--- config.mk ---
export PLATFORM = sky130hd
export DESIGN_NAME = boot_controller
export DESIGN_NICKNAME = d
export VERILOG_FILES = /design/src/rtl/boot_controller.sv
export SDC_FILE = /design/constraint.sdc
export NUM_CORES = 1
export LEC_CHECK = 0
export CAP_MARGIN = 20
export CORE_AREA = 3 3 49 55
export CTS_CLUSTER_SIZE = 25
export DETAILED_ROUTE_END_ITERATION = 12
export DIE_AREA = 0 0 52 58
export PLACE_DENSITY = 0.75
export SYNTH_ARGS = -nofsm -noshare
export SYNTH_HDL_FRONTEND = slang
export SYNTH_SLANG_ARGS = --single-unit
export TNS_END_PERCENT = 5
--- constraint.sdc ---
create_clock -name clk_i -period 2.6 [get_ports clk_i]
set_clock_uncertainty 0.2 [all_clocks]
set_input_delay 0.52 -clock clk_i [delete_from_list [all_inputs] [get_ports clk_i]]
set_output_delay 0.52 -clock clk_i [all_outputs]
set_load 0.02 [all_outputs]
--- src/rtl/boot_controller.sv ---
// boot_controller
//   Loads a program image from a UART byte stream into a nibble-wide memory
//   while holding the CPU in halt, then pulses a CPU restart. In RUN the CPU
//   owns the memory write port; in every other state the loader owns it.
//
// Ports
//   clk_i          system clock, rising-edge
//   reset_i        asynchronous active-low reset
//   p_programm_i   level request for programming mode
//   rx_data_i      received byte
//   rx_valid_i     one-cycle strobe qualifying rx_data_i
//   cpu_we_i       CPU write enable
//   cpu_addr_i     CPU write address
//   cpu_data_i     CPU write data
//   mem_we_o       arbitrated memory write enable
//   mem_addr_o     arbitrated memory write address
//   mem_data_o     arbitrated memory write data
//   cpu_halt_o     CPU must not advance while high
//   cpu_restart_o  one-cycle pulse: CPU program counter back to 0
//   busy_o         high in every state except RUN
//   err_o          sticky: a byte was dropped or the memory overflowed
//
// state   | meaning
// --------+------------------------------------------------------------
// RUN     | CPU owns the memory port; loader idle
// HALT    | CPU halted, waiting for a byte or for the request to drop
// WR_HI   | writing upper nibble of latched byte at ptr
// WR_LO   | writing lower nibble of latched byte at ptr
// FULL    | every address loaded; further bytes are rejected
// RESTART | one-cycle CPU restart pulse, then back to RUN

module boot_controller #(
  parameter int REGISTER_WIDTH       = 4,
  parameter int MEMORY_ADDRESS_WIDTH = 4,
  parameter int MEMORY_REGISTERS     = 16
) (
  input  logic                            clk_i,
  input  logic                            reset_i,
  input  logic                            p_programm_i,
  input  logic [7:0]                      rx_data_i,
  input  logic                            rx_valid_i,
  input  logic                            cpu_we_i,
  input  logic [MEMORY_ADDRESS_WIDTH-1:0] cpu_addr_i,
  input  logic [REGISTER_WIDTH-1:0]       cpu_data_i,
  output logic                            mem_we_o,
  output logic [MEMORY_ADDRESS_WIDTH-1:0] mem_addr_o,
  output logic [REGISTER_WIDTH-1:0]       mem_data_o,
  output logic                            cpu_halt_o,
  output logic                            cpu_restart_o,
  output logic                            busy_o,
  output logic                            err_o
);

  typedef enum logic [2:0] {
    S_RUN,
    S_HALT,
    S_WR_HI,
    S_WR_LO,
    S_FULL,
    S_RESTART
  } state_e;

  localparam logic [MEMORY_ADDRESS_WIDTH-1:0] PTR_LAST =
    MEMORY_ADDRESS_WIDTH'(MEMORY_REGISTERS - 1);

  state_e                            state_q, state_d;
  logic [MEMORY_ADDRESS_WIDTH-1:0]   ptr_q, ptr_d;
  logic [7:0]                        latch_q, latch_d;
  logic                              err_q, err_d;

  always_ff @(posedge clk_i or negedge reset_i) begin
    if (!reset_i) begin
      state_q <= S_RUN;
      ptr_q   <= '0;
      latch_q <= '0;
      err_q   <= 1'b0;
    end else begin
      state_q <= state_d;
      ptr_q   <= ptr_d;
      latch_q <= latch_d;
      err_q   <= err_d;
    end
  end

  always_comb begin
    state_d       = state_q;
    ptr_d         = ptr_q;
    latch_d       = latch_q;
    err_d         = err_q;
    mem_we_o      = 1'b0;
    mem_addr_o    = ptr_q;
    mem_data_o    = '0;
    cpu_halt_o    = 1'b1;
    cpu_restart_o = 1'b0;
    busy_o        = 1'b1;

    unique case (state_q)
      S_RUN: begin
        cpu_halt_o = 1'b0;
        busy_o     = 1'b0;
        mem_we_o   = cpu_we_i;
        mem_addr_o = cpu_addr_i;
        mem_data_o = cpu_data_i;
        if (p_programm_i) begin
          state_d = S_HALT;
          ptr_d   = '0;
          err_d   = 1'b0;
        end
      end

      // A byte arriving together with the request dropping is still taken;
      // the restart happens on the HALT visit after the byte is written.
      S_HALT: begin
        if (rx_valid_i) begin
          latch_d = rx_data_i;
          state_d = S_WR_HI;
        end else if (!p_programm_i) begin
          state_d = S_RESTART;
        end
      end

      S_WR_HI: begin
        mem_we_o   = 1'b1;
        mem_data_o = REGISTER_WIDTH'(latch_q[7:4]);
        ptr_d      = ptr_q + MEMORY_ADDRESS_WIDTH'(1);
        state_d    = S_WR_LO;
        if (rx_valid_i) err_d = 1'b1;
      end

      S_WR_LO: begin
        mem_we_o   = 1'b1;
        mem_data_o = REGISTER_WIDTH'(latch_q[3:0]);
        ptr_d      = ptr_q + MEMORY_ADDRESS_WIDTH'(1);
        state_d    = (ptr_q == PTR_LAST) ? S_FULL : S_HALT;
        if (rx_valid_i) err_d = 1'b1;
      end

      // No wrap-around: the pointer has rolled to 0 but nothing is written.
      S_FULL: begin
        if (rx_valid_i) err_d = 1'b1;
        if (!p_programm_i) state_d = S_RESTART;
      end

      S_RESTART: begin
        cpu_restart_o = 1'b1;
        state_d       = S_RUN;
      end

      default: state_d = S_RUN;
    endcase
  end

  assign err_o = err_q;

endmodule
# Yosys cells after proc, flatten, opt, wreduce, memory -nomap -nowiden

Index checks and enable logic that the tools add are counted.

Bits in registers: 16
Input bits: 21
Output and inout port bits: 13
Logic and storage cells: 36

$add $sub $neg: 1
Equality and inequality tests: 8
Mux-type cells: 15
Reductions and logical operators: 8

Operators with widths:

| cell                                                   | number |
|---|---|
| one-hot mux 3 bit (5 select lines)                     | 1 |
| 2-to-1 mux 3 bit                                       | 4 |
| one-hot mux 4 bit (3 select lines)                     | 1 |
| 2-to-1 mux 4 bit                                       | 2 |
| one-hot mux 4 bit (2 select lines)                     | 1 |
| equality test 3 x 2 -> 1 bit (second input constant)   | 2 |
| equality test 3 bit (second input constant)            | 2 |
| adder 4 x 1 -> 4 bit (second input constant)           | 1 |
| equality test 4 bit (second input constant)            | 1 |
| 2-to-1 mux 1 bit                                       | 4 |
| one-hot mux 1 bit (2 select lines)                     | 2 |
| AND reduction 2 bit                                    | 2 |
| nonzero test 2 bit                                     | 2 |
| equality test 3 x 1 -> 1 bit (second input constant)   | 1 |
| logical NOT 3 bit                                      | 1 |
| AND reduction 3 bit                                    | 1 |
| OR reduction 3 bit                                     | 1 |
| inequality test 2 x 1 -> 1 bit (second input constant) | 1 |
| inequality test 2 bit (second input constant)          | 1 |
| OR reduction 2 bit                                     | 1 |

# Logic depth before layout (Yosys ltp)

Word-level depth: 4
Gate-level depth with buffers: 5
Depth with buffers taken out: 4

# Least setup slack after synthesis

Ideal clock, no wire load.

Path type: register to output
Start: register state_q[1]
End: output mem_addr_o[0]
Arrival: 1.431 ns
Required time: 1.880 ns
Path slack: 0.449 ns
Stages on the path, launching flop included: 4
Cells stage by stage: dfrtp_1 -> buf_4 -> nor3_1 -> mux2_2

Word-level cells in the longest chain between the ends: 2

Ends and longest elaborated chain:

| item                     | RTL line | RTL |
|---|---|---|
| start: declaration       | 66       | `state_e state_q, state_d;` |
| start signal: assignment | 78       | `state_q <= state_d;` |
| logical NOT 3 bit        | 97       | `unique case (state_q)` |
| 2-to-1 mux 4 bit         | 97       |  |
| end: declaration         | 46       | `output logic [MEMORY_ADDRESS_WIDTH-1:0] mem_addr_o,` |

No other way between the ends.

# Worst setup path after layout

Start: register state_q[0]
End: output mem_data_o[1]

Word-level cells in the longest chain between the ends: 2
Elaborated cells between the ends (all ways): 4

Ends and longest elaborated chain:

| item                                                              | RTL line | RTL |
|---|---|---|
| equality test 3 x 2 -> 1 bit or logical NOT 3 bit (tied branches) | 97       |  |
| one-hot mux 4 bit (3 select lines) (*)                            | 97       |  |
| end: declaration                                                  | 47       | `output logic [REGISTER_WIDTH-1:0] mem_data_o,` |

Every way passes the cells marked *; elsewhere a longest branch is shown, timed or not.

==> run summary <==
Fin Setup TNS -> 0 ns
# fillers -> 194
Design Area, Final -> 1310 um^2
Max_cap viols -> 0
Detail Route Antenna Nets -> 0
Core Region -> 2230 um^2
Cells after Synth -> 85
Most common cell in the netlist -> mux2_2
Critical path data arrival time -> 1.73 ns
Congestion Overflow GR -> 0
WP data required -> 1.88 ns
Global-route wire length before repair -> 3.35 mm
Period utilisation layout -> 0.942
Final hold violation count -> 0
Synth Register Bits -> 16
Status -> finished clean
WL final -> 1.99 mm
Synth top area cells -> dfrtp_1 (44%), mux2_2 (21%), nor2_1 (4.1%), a22oi_1 (3.3%), nor4b_4 (2.6%)
Post-synth net total -> 107
Post-synth EDFFs -> 0
P per Cell Area -> 1140 nW/um^2
Synth Cell Area -> 916 um^2
Min Tclk post-route -> 2.45 ns
Worst vdd ir -> 560 uV
Highest Clock Rate -> 408 MHz
Root Buffer -> clkbuf_4
GP Congestion -> 0.778
Routed len/inst -> 13.3 um
Pre-CTS setup slack -> 0.106 ns
Post-DP HPWL -> 1.57 mm
Yosys top cell by area -> dfrtp_1
CTS tree -> built
Relative slew slack -> 0.507
Post-CTS Repair Setup Buffers -> 0
Num ports -> 34
Number of buffers created by CTS -> 3
Number of synthesis warnings -> 0
Startpoint Class -> flip-flop
Multi-input gate area -> 470 um^2
Unrepaired setup endpoints after global routing -> no
Port Buffer Count -> 33
Power Total -> 1.50 mW
Layout cells sized above 1 -> 0.217
Die width -> 52 um
Worst-Skew Late Latency -> 0.28 ns
Top_reg_cell synth -> dfrtp_1
Reg clk slew, reported paths -> 0.09 ns
Synth cell count leaders -> mux2_2 (17), dfrtp_1 (16), nor2_1 (10)
Clock H-tree levels -> 1
Total global-route track usage -> 0.148
Initial antenna violation count -> 0
Synth unique cells -> 28
Synth top area share -> 0.437
CP max FO -> 11
Vias after detailed routing -> 797
Vias in the first global route -> 799
Setup Viol. Count Final -> 0
Die Y -> 58 um
Worst-Margin Slew -> 0.737 ns
Portion of the post-synthesis area used by sequential elements -> 0.437
Final slew viol count -> 0
Via density -> 5.31
WS Path Type -> reg2out
DRT iter0 DRCs -> 3
Initial core utilization -> 0.411
Reg-to-reg setup timing slack -> 0.61 ns
Lkg Pwr -> 0.614 nW
Placed cell areas -> 1290 um^2
Clock buffer depth -> 2
Nets -> 144
Ant diodes -> 0
Avg Cell Area, Syn -> 10.8 um^2
CTS sink cnt -> 16
Async S/R FF share, synth -> 1.00
Pre-antenna DRT Iters -> 3
# rows -> 18
Seq. cell area -> 400 um^2
CP Capture Type -> output port
DIE AREA -> 3020 um^2
Pin count of the biggest net entering global routing -> 17
Worst Slack Setup Final -> 0.152 ns
Area Growth Syn to Fin -> 42.9%
Residual DRC -> 0
Hold Path Class -> reg2reg
cell type report:
class,instances,share of cell area
Timing Repair Buffer,38,0.277
Sequential cell,16,0.306
Inverter,4,0.0115
Clock buffer,3,0.0172
Tap cell,30,0.0287
Multi-Input combinational cell,59,0.359
metal layers:
metal | track usage | wire, um | up-vias
met1 | 0.166 | 804 | 389
met2 | 0.266 | 1040 | 25
li1 | - | - | 381
met4 | 0.0562 | 14 | 0
met3 | 0.0360 | 136 | 2
met5 | 0 | 0 | -
through the flow:
stage | util | hold slack, ns | cells
global placement | 0.579 | 0.287 | 147
detailed placement | 0.579 | 0.296 | 147
CTS | 0.585 | 0.317 | 150
global route | 0.587 | 0.338 | 150
finish | 0.587 | 0.311 | 150
floorplan | - | 0.0244 | 85
critical path, cell delays in order (launching register included):
cell	delay [ns]
dfrtp_1	0.39
buf_4	0.19
mux2_2	0.35
a22oi_1	0.14
nor2_1	0.06
dlygate4sd2_1	0.32
path summary, 6_finish.rpt:
path / from / to / cells after the start
max: state_q[0]$_DFFE_PN0P_ / mem_data_o[1] / 5
max in group asynchronous: reset_i / ptr_q[0]$_DFFE_PN0P_ / 1
max reg2reg: state_q[0]$_DFFE_PN0P_ / latch_q[1]$_DFFE_PN0P_ / 4
min reg2reg: latch_q[6]$_DFFE_PN0P_ / latch_q[6]$_DFFE_PN0P_ / 1
min: latch_q[6]$_DFFE_PN0P_ / latch_q[6]$_DFFE_PN0P_ / 1
min in group asynchronous: reset_i / err_o$_DFFE_PN0P_ / 1
placed cells by master, fill, tap and decap left out, drive strengths merged, types with 2 or more instances in the layout:
master	n
nor2	10
dlymetal6s2s	2
clkbuf	3
a21boi	2
dfrtp	16
a22oi	4
a21oi	3
clkdlybuf4s50	23
nor3	3
mux2	17
inv	4
nand2b	2
buf	5
dlygate4sd2	8
o22ai	2
cells by family (layout without fill, tap and decap cells):
logic type,after synthesis,in the layout,share of synthesized area
AO/OA/AOI/OAI,19,19,0.150
adder cells (fa/ha/maj),1,1,0.0137
buffers and inverters,10,45,0.0492
flip-flops,16,16,0.437
multiplexers,17,17,0.209
AND/OR/NAND/NOR,22,22,0.141
sequential cells by signal, summed over array words and instances (netlist names):
name and cells:
latch_q 8, state_q 3, ptr_q 4, err_o 1
power breakdown:
group          switching (mW)  total [mW]  internal [mW]
clock                  0.0725       0.126         0.0536
sequential             0.0784       0.441          0.362
combinational           0.457       0.928          0.472
what timing repair did:
action                                  CTS  global route
resized for setup                         8             2
endpoints found under the setup margin    8             2
hold buffers                              0             0
Note: power is estimated with default switching activity, not from simulation.
